### src/rtl/unary_add_ctrl.sv
// Sequencer around the unary adder: serialises binary operands as unary trains, counts ones back to binary.
// Latency: done pulses in the 8th cycle after the accepting edge (2^(OP_W+1) cycles).
// Backpressure: none; start is sampled only in IDLE and ignored otherwise (no queueing).
module unary_add_ctrl #(
  parameter int OP_W = 2
) (
  input  logic            clk,
  input  logic            rst_n,
  input  logic            start,
  input  logic [OP_W-1:0] a_bin,
  input  logic [OP_W-1:0] b_bin,
  output logic            busy,
  output logic            done,
  output logic [OP_W:0]   sum,
  output logic            A,
  output logic            B,
  output logic            en,
  output logic            read_or_write,
  input  logic            dout,
  input  logic            C
);

  typedef enum logic [1:0] {IDLE, READ, WRITE, DONE} state_t;

  localparam logic [OP_W-1:0] READ_LAST  = OP_W'((1 << OP_W) - 2);
  localparam logic [OP_W-1:0] WRITE_LAST = OP_W'((1 << OP_W) - 1);
  localparam logic [OP_W-1:0] IDX_ONE    = OP_W'(1);

  state_t          state, state_nxt;
  logic [OP_W-1:0] idx, idx_nxt;
  logic [OP_W-1:0] ra, ra_nxt;
  logic [OP_W-1:0] rb, rb_nxt;
  logic [OP_W-1:0] ones_cnt, ones_nxt;
  logic            carry_seen, carry_nxt;
  logic [OP_W:0]   sum_nxt;

  always_ff @(posedge clk or negedge rst_n) begin
    if (!rst_n) begin
      state      <= IDLE;
      idx        <= '0;
      ra         <= '0;
      rb         <= '0;
      ones_cnt   <= '0;
      carry_seen <= 1'b0;
      sum        <= '0;
    end else begin
      state      <= state_nxt;
      idx        <= idx_nxt;
      ra         <= ra_nxt;
      rb         <= rb_nxt;
      ones_cnt   <= ones_nxt;
      carry_seen <= carry_nxt;
      sum        <= sum_nxt;
    end
  end

  always_comb begin
    state_nxt     = state;
    idx_nxt       = idx;
    ra_nxt        = ra;
    rb_nxt        = rb;
    ones_nxt      = ones_cnt;
    carry_nxt     = carry_seen;
    sum_nxt       = sum;
    busy          = 1'b0;
    done          = 1'b0;
    A             = 1'b0;
    B             = 1'b0;
    en            = 1'b0;
    read_or_write = 1'b0;

    unique case (state)
      IDLE: begin
        if (start) begin
          ra_nxt    = a_bin;
          rb_nxt    = b_bin;
          ones_nxt  = '0;
          carry_nxt = 1'b0;
          idx_nxt   = '0;
          state_nxt = READ;
        end
      end

      READ: begin
        busy      = 1'b1;
        en        = 1'b1;
        A         = (idx < ra);
        B         = (idx < rb);
        carry_nxt = carry_seen | C;
        idx_nxt   = idx + IDX_ONE;
        if (idx == READ_LAST) begin
          idx_nxt   = '0;
          state_nxt = WRITE;
        end
      end

      WRITE: begin
        busy          = 1'b1;
        en            = 1'b1;
        read_or_write = 1'b1;
        // The last read sample's carry lands here in cycle 0, so keep folding C in.
        carry_nxt     = carry_seen | C;
        if (dout) ones_nxt = ones_cnt + IDX_ONE;
        idx_nxt       = idx + IDX_ONE;
        if (idx == WRITE_LAST) begin
          state_nxt = DONE;
          sum_nxt   = {carry_nxt, ones_nxt};
        end
      end

      DONE: begin
        busy      = 1'b1;
        done      = 1'b1;
        state_nxt = IDLE;
      end

      default: state_nxt = IDLE;
    endcase
  end

endmodule

### config.mk
export PLATFORM = sky130hd
export DESIGN_NAME = unary_add_ctrl
export DESIGN_NICKNAME = d
export VERILOG_FILES = /design/src/rtl/unary_add_ctrl.sv
export SDC_FILE = /design/constraint.sdc
export NUM_CORES = 1
export LEC_CHECK = 0
export ABC_AREA = 1
export BUFFER_PORTS_ARGS = -buffer_cell sky130_fd_sc_hd__clkbuf_2
export CORE_ASPECT_RATIO = 0.75
export CORE_UTILIZATION = 47
export DETAILED_ROUTE_END_ITERATION = 12
export GPL_ROUTABILITY_DRIVEN = 1
export GPL_TIMING_DRIVEN = 0
export PLACE_DENSITY = 0.73
export RECOVER_POWER = 50
export SLEW_MARGIN = 20
export SYNTH_ARGS = -nofsm -noshare
export SYNTH_HDL_FRONTEND = slang
export SYNTH_SLANG_ARGS = --single-unit
### constraint.sdc
create_clock -name clk -period 1.1 [get_ports clk]
set_input_delay 0.22 -clock clk [delete_from_list [all_inputs] [get_ports clk]]
set_output_delay 0.22 -clock clk [all_outputs]
set_load 0.05 [all_outputs]
; Word-level counts from Yosys, hierarchy flattened
; Cells that the tools add are included.
; Widths: inputs -> output; s select.
[totals]
regBits = 14
inputBits = 9
output_inout_bits = 9
elab_cells = 49
[op_classes]
addsub = 2
n_lt_le_gt_ge = 2
n_eq_ne = 8
n_mux = 17
bitwise = 1
n_reduce_logical = 12
[ops]
columns = operator, n
row1 = $mux 2, 6
row2 = $reduce_and 2->1, 5
row3 = $eq 2x2->1 const B, 4
row4 = $pmux 2 s4, 1
row5 = $mux 1, 7
row6 = $ne 2x2->1 const B, 3
row7 = $pmux 2 s3, 1
row8 = $add 2x1->2 const B, 2
row9 = $lt 2x2->1, 2
row10 = $pmux 2 s2, 1
row11 = $reduce_bool 2->1, 2
row12 = $reduce_and 3->1, 1
row13 = $reduce_bool 3->1, 1
row14 = $reduce_or 3->1, 1
row15 = $eq 2x1->1 const B, 1
row16 = $logic_not 2->1, 1
row17 = $pmux 1 s2, 1
row18 = $reduce_or 2->1, 1
row19 = $or 1x1->1, 1

; Longest topological paths before layout
; Gate-level depths: netlist of the first run.
[depth]
depth_word = 4
depth_mapped = 7
ltp_nobuf = 7

; Least setup slack after synthesis of the first run
; OpenSTA, ideal clock, no wires.
[synth_timing]
path_kind = register to output
from = register idx[1]
to = output A
arrival_time_ns = 1.858
slack_ns = -0.978
path_stages_with_launch = 4
cell_sequence = dfrtp_1 ha_1 a21boi_0 nor3_1
[synth_between]
elab_chain_cells = 2
[synth_lines]
columns = element, line
row1 = start: declaration, 30  ; logic [OP_W-1:0] idx, idx_nxt;
row2 = start signal: assignment, 48  ; idx <= idx_nxt;
row3 = $lt 2x2->1, 87  ; A = (idx < ra);
row4 = $mux 1, 72  ; unique case (state)
row5 = end: declaration, 15  ; output logic A,
; No other way between the ends.

; Worst setup path after layout of the first run
[layout_timing]
from = register state[1]
to = output A
[layout_between]
elab_chain_cells = 2
[layout_lines]
columns = element, line
row1 = start: declaration, 29  ; state_t state, state_nxt;
row2 = start signal: assignment, 47  ; state <= state_nxt;
row3 = $eq 2x1->1, 72
row4 = $mux 1, 72
; No other way between the ends.

==> results of run 1 <==
## area by class of cell
class | count | area (um2) | share of cell area, %
flip-flops and latches | 14 | 352 | 22.7
repair buffers | 35 | 367 | 23.7
clock buffers | 4 | 36.3 | 2.35
well taps | 21 | 26.3 | 1.70
multi-input cells | 72 | 674 | 43.6
inverters | 18 | 91.3 | 5.91
## worst max-delay path: cells and delay by family (launching register included)
family | cells | cell delay (ns)
and+or+nand+nor | 1 | 0.21
DFF | 1 | 0.46
adders and majority gates | 1 | 0.17
buffers and inverters | 3 | 0.42
## registers in the layout, summed over array words and instances (netlist names)
| register | flops |
|---|---|
| idx | 2 |
| sum | 3 |
| rb | 2 |
| carry_seen | 1 |
| ones_cnt | 2 |
| ra | 2 |
| state | 2 |
## metrics by stage
step / setup TNS [ns] / util, %
floorplan: -2.11 / -
global placement: -3.11 / 62.9
detailed placement: -3.50 / 62.9
CTS: -5.15 / 82.8
global route: -8.39 / 98.1
finish: -7.93 / 98.1
## repair_timing
item | 4_1_cts | 5_1_grt
endpoints found under the setup margin | 23 | 23
hold buffers | 1 | 0
pin swaps | 6 | 9
endpoints found under the hold margin | 14 | 0
gates resized for setup | 45 | 58
setup buffers | 8 | 11
## kinds of logic after synthesis
| kind of cell | after synthesis | synth area share, % |
|---|---|---|
| buffers and inverters | 18 | 8.05 |
| xor gates and xnor gates | 1 | 1.04 |
| and+or+nand+nor | 45 | 22.4 |
| adders and majority gates | 12 | 17.9 |
| AOI/OAI and AO/OA | 14 | 8.94 |
| DFF | 14 | 41.7 |
## worst paths after layout
| check | endpoint | slack, ns |
|---|---|---|
| max | A | -0.68 |
| min | ra[0] | 0.15 |
| max reg2reg | idx[0] | -0.46 |
| min reg2reg | rb[1] | 0.58 |
| max in group asynchronous | state[0] | 0.45 |
| min in group asynchronous | rb[1] | 0.35 |
## layer usage
layer | wire, um | share of wire [%] | global-route usage, % | up-vias
li1 | - | - | - | 407
met1 | 1400 | 36 | 34.8 | 458
met2 | 1840 | 47 | 59.3 | 104
met3 | 425 | 11 | 3.92 | 37
met4 | 238 | 6.1 | 15.3 | 0
met5 | 0 | 0 | 0 | -
## placed cells by master, fill, tap and decap left out, drive strengths merged
master	count
buf	21
o21ai	11
nor2	1
xnor2	1
clkinv	1
inv	16
a21boi	2
clkinvlp	1
nand4	2
dlygate4sd3	1
ha	12
nor3	2
nand2	37
clkbuf	17
a21oi	1
nand3	3
dfrtp	14
==> flow_summary.toml, run 1 <==
[placement]
dpl-instance-area_um2 = 992
port_buffers = 17
place_hpwl_um = 1340
dp.cells = 142
gp_congestion = 0.801
post-place-ws_ns = -0.427

[hold_path]
hp-class = "primary input to flop"
holdPathStages = 3
min_from = "a_bin[0]"

[clocking]
clock_path_buffers = 2
htreeDepth = 1
clock_sinks = 14
path_clk_slew_ns = 0.11
root_buffer = "clkbuf_4"
worstSkewPairLatency_ns = 0.31
cts_tree = "yes"
cts_buffers = 3

[global_routing]
grt_pass1_wl_um = 4130
grt_overflow_total = 0
antenna_found_initial = 0
grt_pass1_vias = 859
grt_usage_pct = 31.0
grt_start_max_net_pins = 15

[timing]
fin_crit_ns = 1.78
setup_slack_ns = -0.678
drv_slew = 0
worst-slew-pin-transition_ns = 0.376
whs_ns = 0.150
fin_skew_ns = 0.00580
fmax_mhz = 562
rsz0062_at_grt = "yes"
final-setup-viol-count = 23
slew_headroom_pct = 74.8
period_share_pct = 162
hold_viol = 0

[synthesis]
postSynthCellCount = 104
yosysMostFrequentCell = "nand2_1"
yosysTopAreaCell = "dfrtp_1"
syn_avg_cell_area_um2 = 8.07
synthDistinctLibCells = 15
ys.warnings.count = 0
async_flop_share_pct = 100
netlist.area_leader.share_pct = 41.7
synth-edff-count = 0
synth_seq_cells = 14
synthFlopType = "dfrtp_1"
synth.cell_area_um2 = 840
synth.cells.most_frequent = "nand2_1 (34), inv_1 (17), dfrtp_1 (14)"
synth-seq-area-share_pct = 41.7
synth_nets = 125
ys_top_cells_by_area = "dfrtp_1 (42%), ha_1 (18%), nand2_1 (15%)"

[routing]
dr_total_vias = 1006
first_iter_violations = 70
vias_per_cell = 6.13
totalWireLength_um = 3910
postRouteAntennaNets = 0
post_drt_wl_per_cell_um = 23.8
drc = 0
dr.pass1.iters = 4

[die]
die_h_um = 38.6
row_count = 12
dieArea_um2 = 1960
pin_count = 18
core_area_um2 = 1580
start_util_pct = 53.3
fp.dieW_um = 50.8

[cells_and_area]
instances_no_fill = 164
drive_above_1_share_pct = 61.5
diodes = 0
stdcell_area_um2 = 1550
fillers = 19
area_delta_synth_final_pct = 84.2
nets = 165

[critical_path]
slowest_delay_ns = 0.46
worstPathArrival_ns = 1.56
r2r-start = "state[1]"
setup.worst_path.start = "state[1]"
endpoint_kind = "primary output"
crit_slowest_cell = "dfrtp_1"
cp.required_ns = 0.88
crit_path_start_kind = "flop"
path_class = "flop to primary output"
crit_chain = "inv_2 > ha_4 > inv_1 > nor3_4 > buf_8"
crit_path_max_fanout = 4
r2r_cells = 7

[job]
maxCapViolCount = 0

[run_status]
status = "finished with violations"
violations = "negative setup slack"
Power of run 1 is not shown: default switching activity piles up to over one toggle a cycle in this logic, so the estimate is an artifact.
==> inputs of run 2 (changes only) <==
ABC_AREA = not set   (was 1)
==> run 2 against run 1 <==
Net effect:
- the run still ends with negative setup slack left
- cell count down 10%
- clock skew down 0.00083 ns
- via count down 15%
==> flow_summary.toml, run 2 <==
[cells_and_area]
instances_no_fill = 147
diodes = 0
fillers = 62
multi_input_area_um2 = 696
final_cell_mix = "dfrtp_1 (11), buf_4 (11), ha_4 (9)"
area.sequential_um2 = 354
largest_register_ffs = 3
drive_above_1_share_pct = 64.0
nets = 147
area_delta_synth_final_pct = 82.3
top_register = "sum"

[placement]
gp_congestion = 0.784
post-place-ws_ns = -0.561
dp.cells = 122
port_buffers = 17
place_hpwl_um = 1210

[timing]
period_share_pct = 159
fmax_mhz = 572
rsz0062_at_grt = "yes"
whs_ns = 0.149
hold_viol = 0
fin_crit_ns = 1.75
drv_slew = 0
setup_slack_ns = -0.649
final-setup-viol-count = 20
worst-slew-pin-transition_ns = 0.386
tns_ns = -7.57
fin_skew_ns = 0.00496
slew_headroom_pct = 74.3

[synthesis]
synth.cells.most_frequent = "dfrtp_1 (14), ha_1 (12), inv_1 (9), nand2_1 (9)"
postSynthCellCount = 83
synthFlopType = "dfrtp_1"
synth-seq-area-share_pct = 40.5
ys_top_cells_by_area = "dfrtp_1 (41%), ha_1 (17%), mux2_2 (6.5%)"
synth_nets = 104
synth-edff-count = 0
synth.cell_area_um2 = 865
netlist.area_leader.share_pct = 40.5
yosysMostFrequentCell = "dfrtp_1"
ys.warnings.count = 0
synthDistinctLibCells = 24
yosysTopAreaCell = "dfrtp_1"
synth_seq_cells = 14
syn_avg_cell_area_um2 = 10.4
async_flop_share_pct = 100

[die]
row_count = 13
start_util_pct = 50.1
fp.dieW_um = 51.5
die_h_um = 39.1
dieArea_um2 = 2020
core_area_um2 = 1720
pin_count = 18

[critical_path]
endpoint_kind = "primary output"
crit_path_max_fanout = 4
rrSetupSlack_ns = -0.58
path_buf_inv = 1
r2r-start = "state[0]"
path_class = "flop to primary output"
r2r-end = "state[1]"
crit_slowest_cell = "dfrtp_2"
critPathTopFamily = "flip-flops"
slowest_delay_ns = 0.47
r2r_cells = 5
crit_path_start_kind = "flop"
cp.required_ns = 0.88
crit_chain = "ha_4 > a21boi_4 > nor3b_4 > buf_8"
worstPathArrival_ns = 1.53

[routing]
drc = 0
vias_per_cell = 5.82
totalWireLength_um = 3350
dr_total_vias = 855
dr.pass1.iters = 4
postRouteAntennaNets = 0
post_drt_wl_per_cell_um = 22.8
first_iter_violations = 39

[job]
maxCapViolCount = 0

[clocking]
worstSkewPairLatency_ns = 0.30
clock_path_buffers = 2
path_clk_slew_ns = 0.10
clock_sinks = 14
htreeDepth = 1
cts_buffers = 3
root_buffer = "clkbuf_4"
cts_tree = "yes"

[global_routing]
grt_overflow_total = 0
antenna_found_initial = 0
grt_pass1_vias = 836
grt_usage_pct = 29.5
use_met2_pct = 50.6
use_met1_pct = 34.8
grt_pass1_wl_um = 4000
gr-usage-met3_pct = 10.6
grt_start_max_net_pins = 15
busiest_layer = "met2"

[hold_path]
hp-class = "primary input to flop"
holdPathStages = 2
min_from = "a_bin[0]"
hold_end = "ra[0]"

[run_status]
status = "finished with violations"
violations = "negative setup slack"
-- run 2: cell count changes in the layout (fill, tap and decap cells not counted), moves of 3 or more --
| cell | before | now |
|---|---|---|
| ha_4 | 6 | 9 |
| nand2_2 | 8 | 0 |
| o21ai_2 | 6 | 1 |
| buf_8 | 4 | 7 |
| mux2_4 | 0 | 4 |
| inv_4 | 0 | 3 |
| nand2_1 | 19 | 7 |
| inv_1 | 6 | 3 |
| o21ai_0 | 3 | 0 |
| inv_2 | 9 | 2 |
| nand2_4 | 7 | 1 |
-- run 2: worst max path at each step --
stage / startpoint / end / slack (ns) / depth (start not counted)
2_1_floorplan: idx[1] / A / -0.46 / 3
4_1_cts: idx[1] / B / -0.59 / 4
6_report: idx[1] / B / -0.65 / 4
3_5_place_dp: state[1] / state[1] / -0.56 / 5
3_3_place_gp: state[1] / state[1] / -0.55 / 5
5_1_grt: idx[1] / B / -0.68 / 4
-- run 2: what timing repair did --
action / in CTS / in global routing
pin swaps: 8 / 11
setup buffers: 15 / 9
hold buffers: 1 / 0
gates resized for setup: 55 / 22
setup endpoints to repair: 23 / 23
endpoints found under the hold margin: 14 / 0
-- run 2: cells by family after synthesis --
group / after synthesis / share of synthesized area (%)
XOR/XNOR: 1 / 1.01
buffers and inverters: 10 / 4.49
AO/OA/AOI/OAI: 17 / 14.8
adder cells (fa/ha/maj): 12 / 17.4
flip-flops: 14 / 40.5
multiplexers: 7 / 8.83
AND/OR/NAND/NOR: 22 / 13.0
-- run 2: stage by stage --
step,util [%],cell area (um2)
after CTS,85.1,1470
after detailed placement,61.0,1050
after global routing,91.4,1580
after global placement,61.0,1050
after floorplan,-,938
final,91.4,1580
-- run 2: final cells by class --
| class | count | area share [%] |
|---|---|---|
| Timing Repair Buffer | 39 | 26.5 |
| Multi-Input combinational cell | 59 | 44.1 |
| Sequential cell | 14 | 22.5 |
| Clock buffer | 4 | 2.30 |
| Inverter | 9 | 2.86 |
| Tap cell | 22 | 1.75 |
-- run 2: per-layer routing --
| layer | vias up | share of wire (%) |
|---|---|---|
| met4 | 0 | 2.9 |
| met3 | 15 | 6.2 |
| li1 | 374 | - |
| met5 | - | 0 |
| met1 | 414 | 41 |
| met2 | 52 | 49 |
Power of run 2 is left out for the same reason.
==> inputs of run 3 (changes only) <==
BUFFER_PORTS_ARGS = -buffer_cell sky130_fd_sc_hd__buf_4   (was -buffer_cell sky130_fd_sc_hd__clkbuf_2)
CORE_UTILIZATION = 49   (was 47)
CTS_CLUSTER_SIZE = 8   (was not set)
clock period = 1.62 ns   (was 1.1 ns; I/O delays follow)
==> run 3 against run 2 <==
Net effect:
- the run still ends with negative setup slack left
- hold slack gained 0.12 ns
- clock-buffer cell count is the same
- die area shrank 3.9%
- wire length shrank 24%
- highest routed layer unchanged
- via count shrank 8.4%
- critical path depth is the same
- global-route usage shrank 1.8 points
- register-to-register slack gained 0.50 ns
- cell count shrank 6.8%
- setup slack gained 0.47 ns
==> flow_summary.toml, run 3 (same netlist as run 2, synthesis figures left out) <==
[global_routing]
grt_usage_pct = 27.7
grt_pass1_wl_um = 3630
grt_pass1_vias = 754
antenna_found_initial = 0
grt_start_max_net_pins = 15
grt_overflow_total = 0

[die]
dieArea_um2 = 1940
pin_count = 18
die_h_um = 38.4
row_count = 12
core_area_um2 = 1560
start_util_pct = 55.4
fp.dieW_um = 50.5

[clocking]
root_buffer = "clkbuf_4"
worstSkewPairLatency_ns = 0.29
path_clk_slew_ns = 0.09
cts_tree = "yes"
cts_buffers = 3
clock_sinks = 14
htreeDepth = 1
clock_path_buffers = 2

[run_status]
violations = "negative setup slack"
status = "finished with violations"

[hold_path]
hp-class = "primary input to flop"

[timing]
fin_crit_ns = 1.80
fmax_mhz = 556
hold_viol = 0
setup_slack_ns = -0.179
drv_slew = 0
fin_skew_ns = 0.00910
slew_headroom_pct = 47.4
worst-slew-pin-transition_ns = 0.788
period_share_pct = 111
rsz0062_at_grt = "yes"
final-setup-viol-count = 4

[critical_path]
endpoint_kind = "primary output"
crit_path_max_fanout = 3
path_class = "flop to primary output"
crit_path_start_kind = "flop"
cp.required_ns = 1.30
worstPathArrival_ns = 1.48

[cells_and_area]
nets = 138
top_register = "sum"
layout_commonest_cell = "buf_4"
final_cell_mix = "buf_4 (19), dfrtp_1 (10), nand2_1 (9)"
largest_register_ffs = 3
diodes = 0
drive_above_1_share_pct = 53.4
area_delta_synth_final_pct = 53.4
fillers = 83

[routing]
post_drt_wl_per_cell_um = 18.7
first_iter_violations = 34
vias_per_cell = 5.72
dr.pass1.iters = 4
totalWireLength_um = 2560
postRouteAntennaNets = 0
dr_total_vias = 783
drc = 0

[placement]
port_buffers = 17
post-place-ws_ns = -0.175
place_hpwl_um = 1330
gp_congestion = 0.831

[job]
maxCapViolCount = 0
==> run 3: changes by cell type in the layout (fill, tap and decap cells not counted), moves of 3 or more <==
cell,before,now
mux2_2,1,4
o21ai_1,4,0
clkbuf_2,8,0
o21ai_0,0,5
buf_8,7,0
mux2_4,4,1
buf_4,11,19
==> run 3: path summary, 6_finish.rpt <==
path / startpoint / end / slack, ns / depth (start not counted)
max: idx[1] / B / -0.18 / 4
min: b_bin[0] / rb[0] / 0.27 / 2
max reg2reg: idx[1] / state[0] / -0.08 / 7
min reg2reg: sum[2] / sum[2] / 0.49 / 2
max in group asynchronous: rst_n / state[1] / 0.45 / 2
min in group asynchronous: rst_n / ra[0] / 0.62 / 2
==> run 3: critical path: stages, from the launching register on <==
cell      delay (ns)
dfrtp_2         0.47
ha_4            0.22
a21boi_4        0.14
nor3b_4         0.17
buf_6           0.18
==> run 3: cell type report <==
type                    instances  area [um2]  share of cell area (%)
multi-input cells              59         617                    46.5
flip-flops and latches         14         355                    26.8
repair buffers                 29         239                    18.0
inverters                       9        41.3                    3.11
clock buffers                   4        36.3                    2.74
well taps                      21        26.3                    1.98
plain buffers                   1        11.3                   0.849
==> run 3: layer usage <==
| metal | up-vias | part of all wire [%] | GRT usage, % |
|---|---|---|---|
| li1 | 352 | - | - |
| met1 | 389 | 38 | 30.6 |
| met2 | 36 | 54 | 50.0 |
| met3 | 6 | 6.2 | 9.52 |
| met4 | 0 | 1.4 | 11.1 |
| met5 | - | 0 | 0 |
==> run 3: through the flow <==
stage / TNS, ns / area (um2) / cells / hold WS, ns / utilization [%]
after global routing: -0.661 / 1330 / 137 / 0.259 / 84.9
final: -0.485 / 1330 / 137 / 0.273 / 84.9
after detailed placement: -0.192 / 1060 / 121 / 0.185 / 67.9
after CTS: -0.344 / 1250 / 132 / 0.268 / 80.1
after floorplan: -0.127 / 907 / 83 / 0.0284 / -
after global placement: -0.123 / 1060 / 121 / 0.185 / 67.9
==> run 3: repair_timing <==
item / 4_1_cts / 5_1_grt
setup endpoints to repair: 8 / 8
endpoints found under the hold margin: 14 / 0
pin swaps: 3 / 1
buffers inserted: 6 / 5
hold buffers: 1 / 0
resized for setup: 24 / 13
Power of run 3 is left out for the same reason.
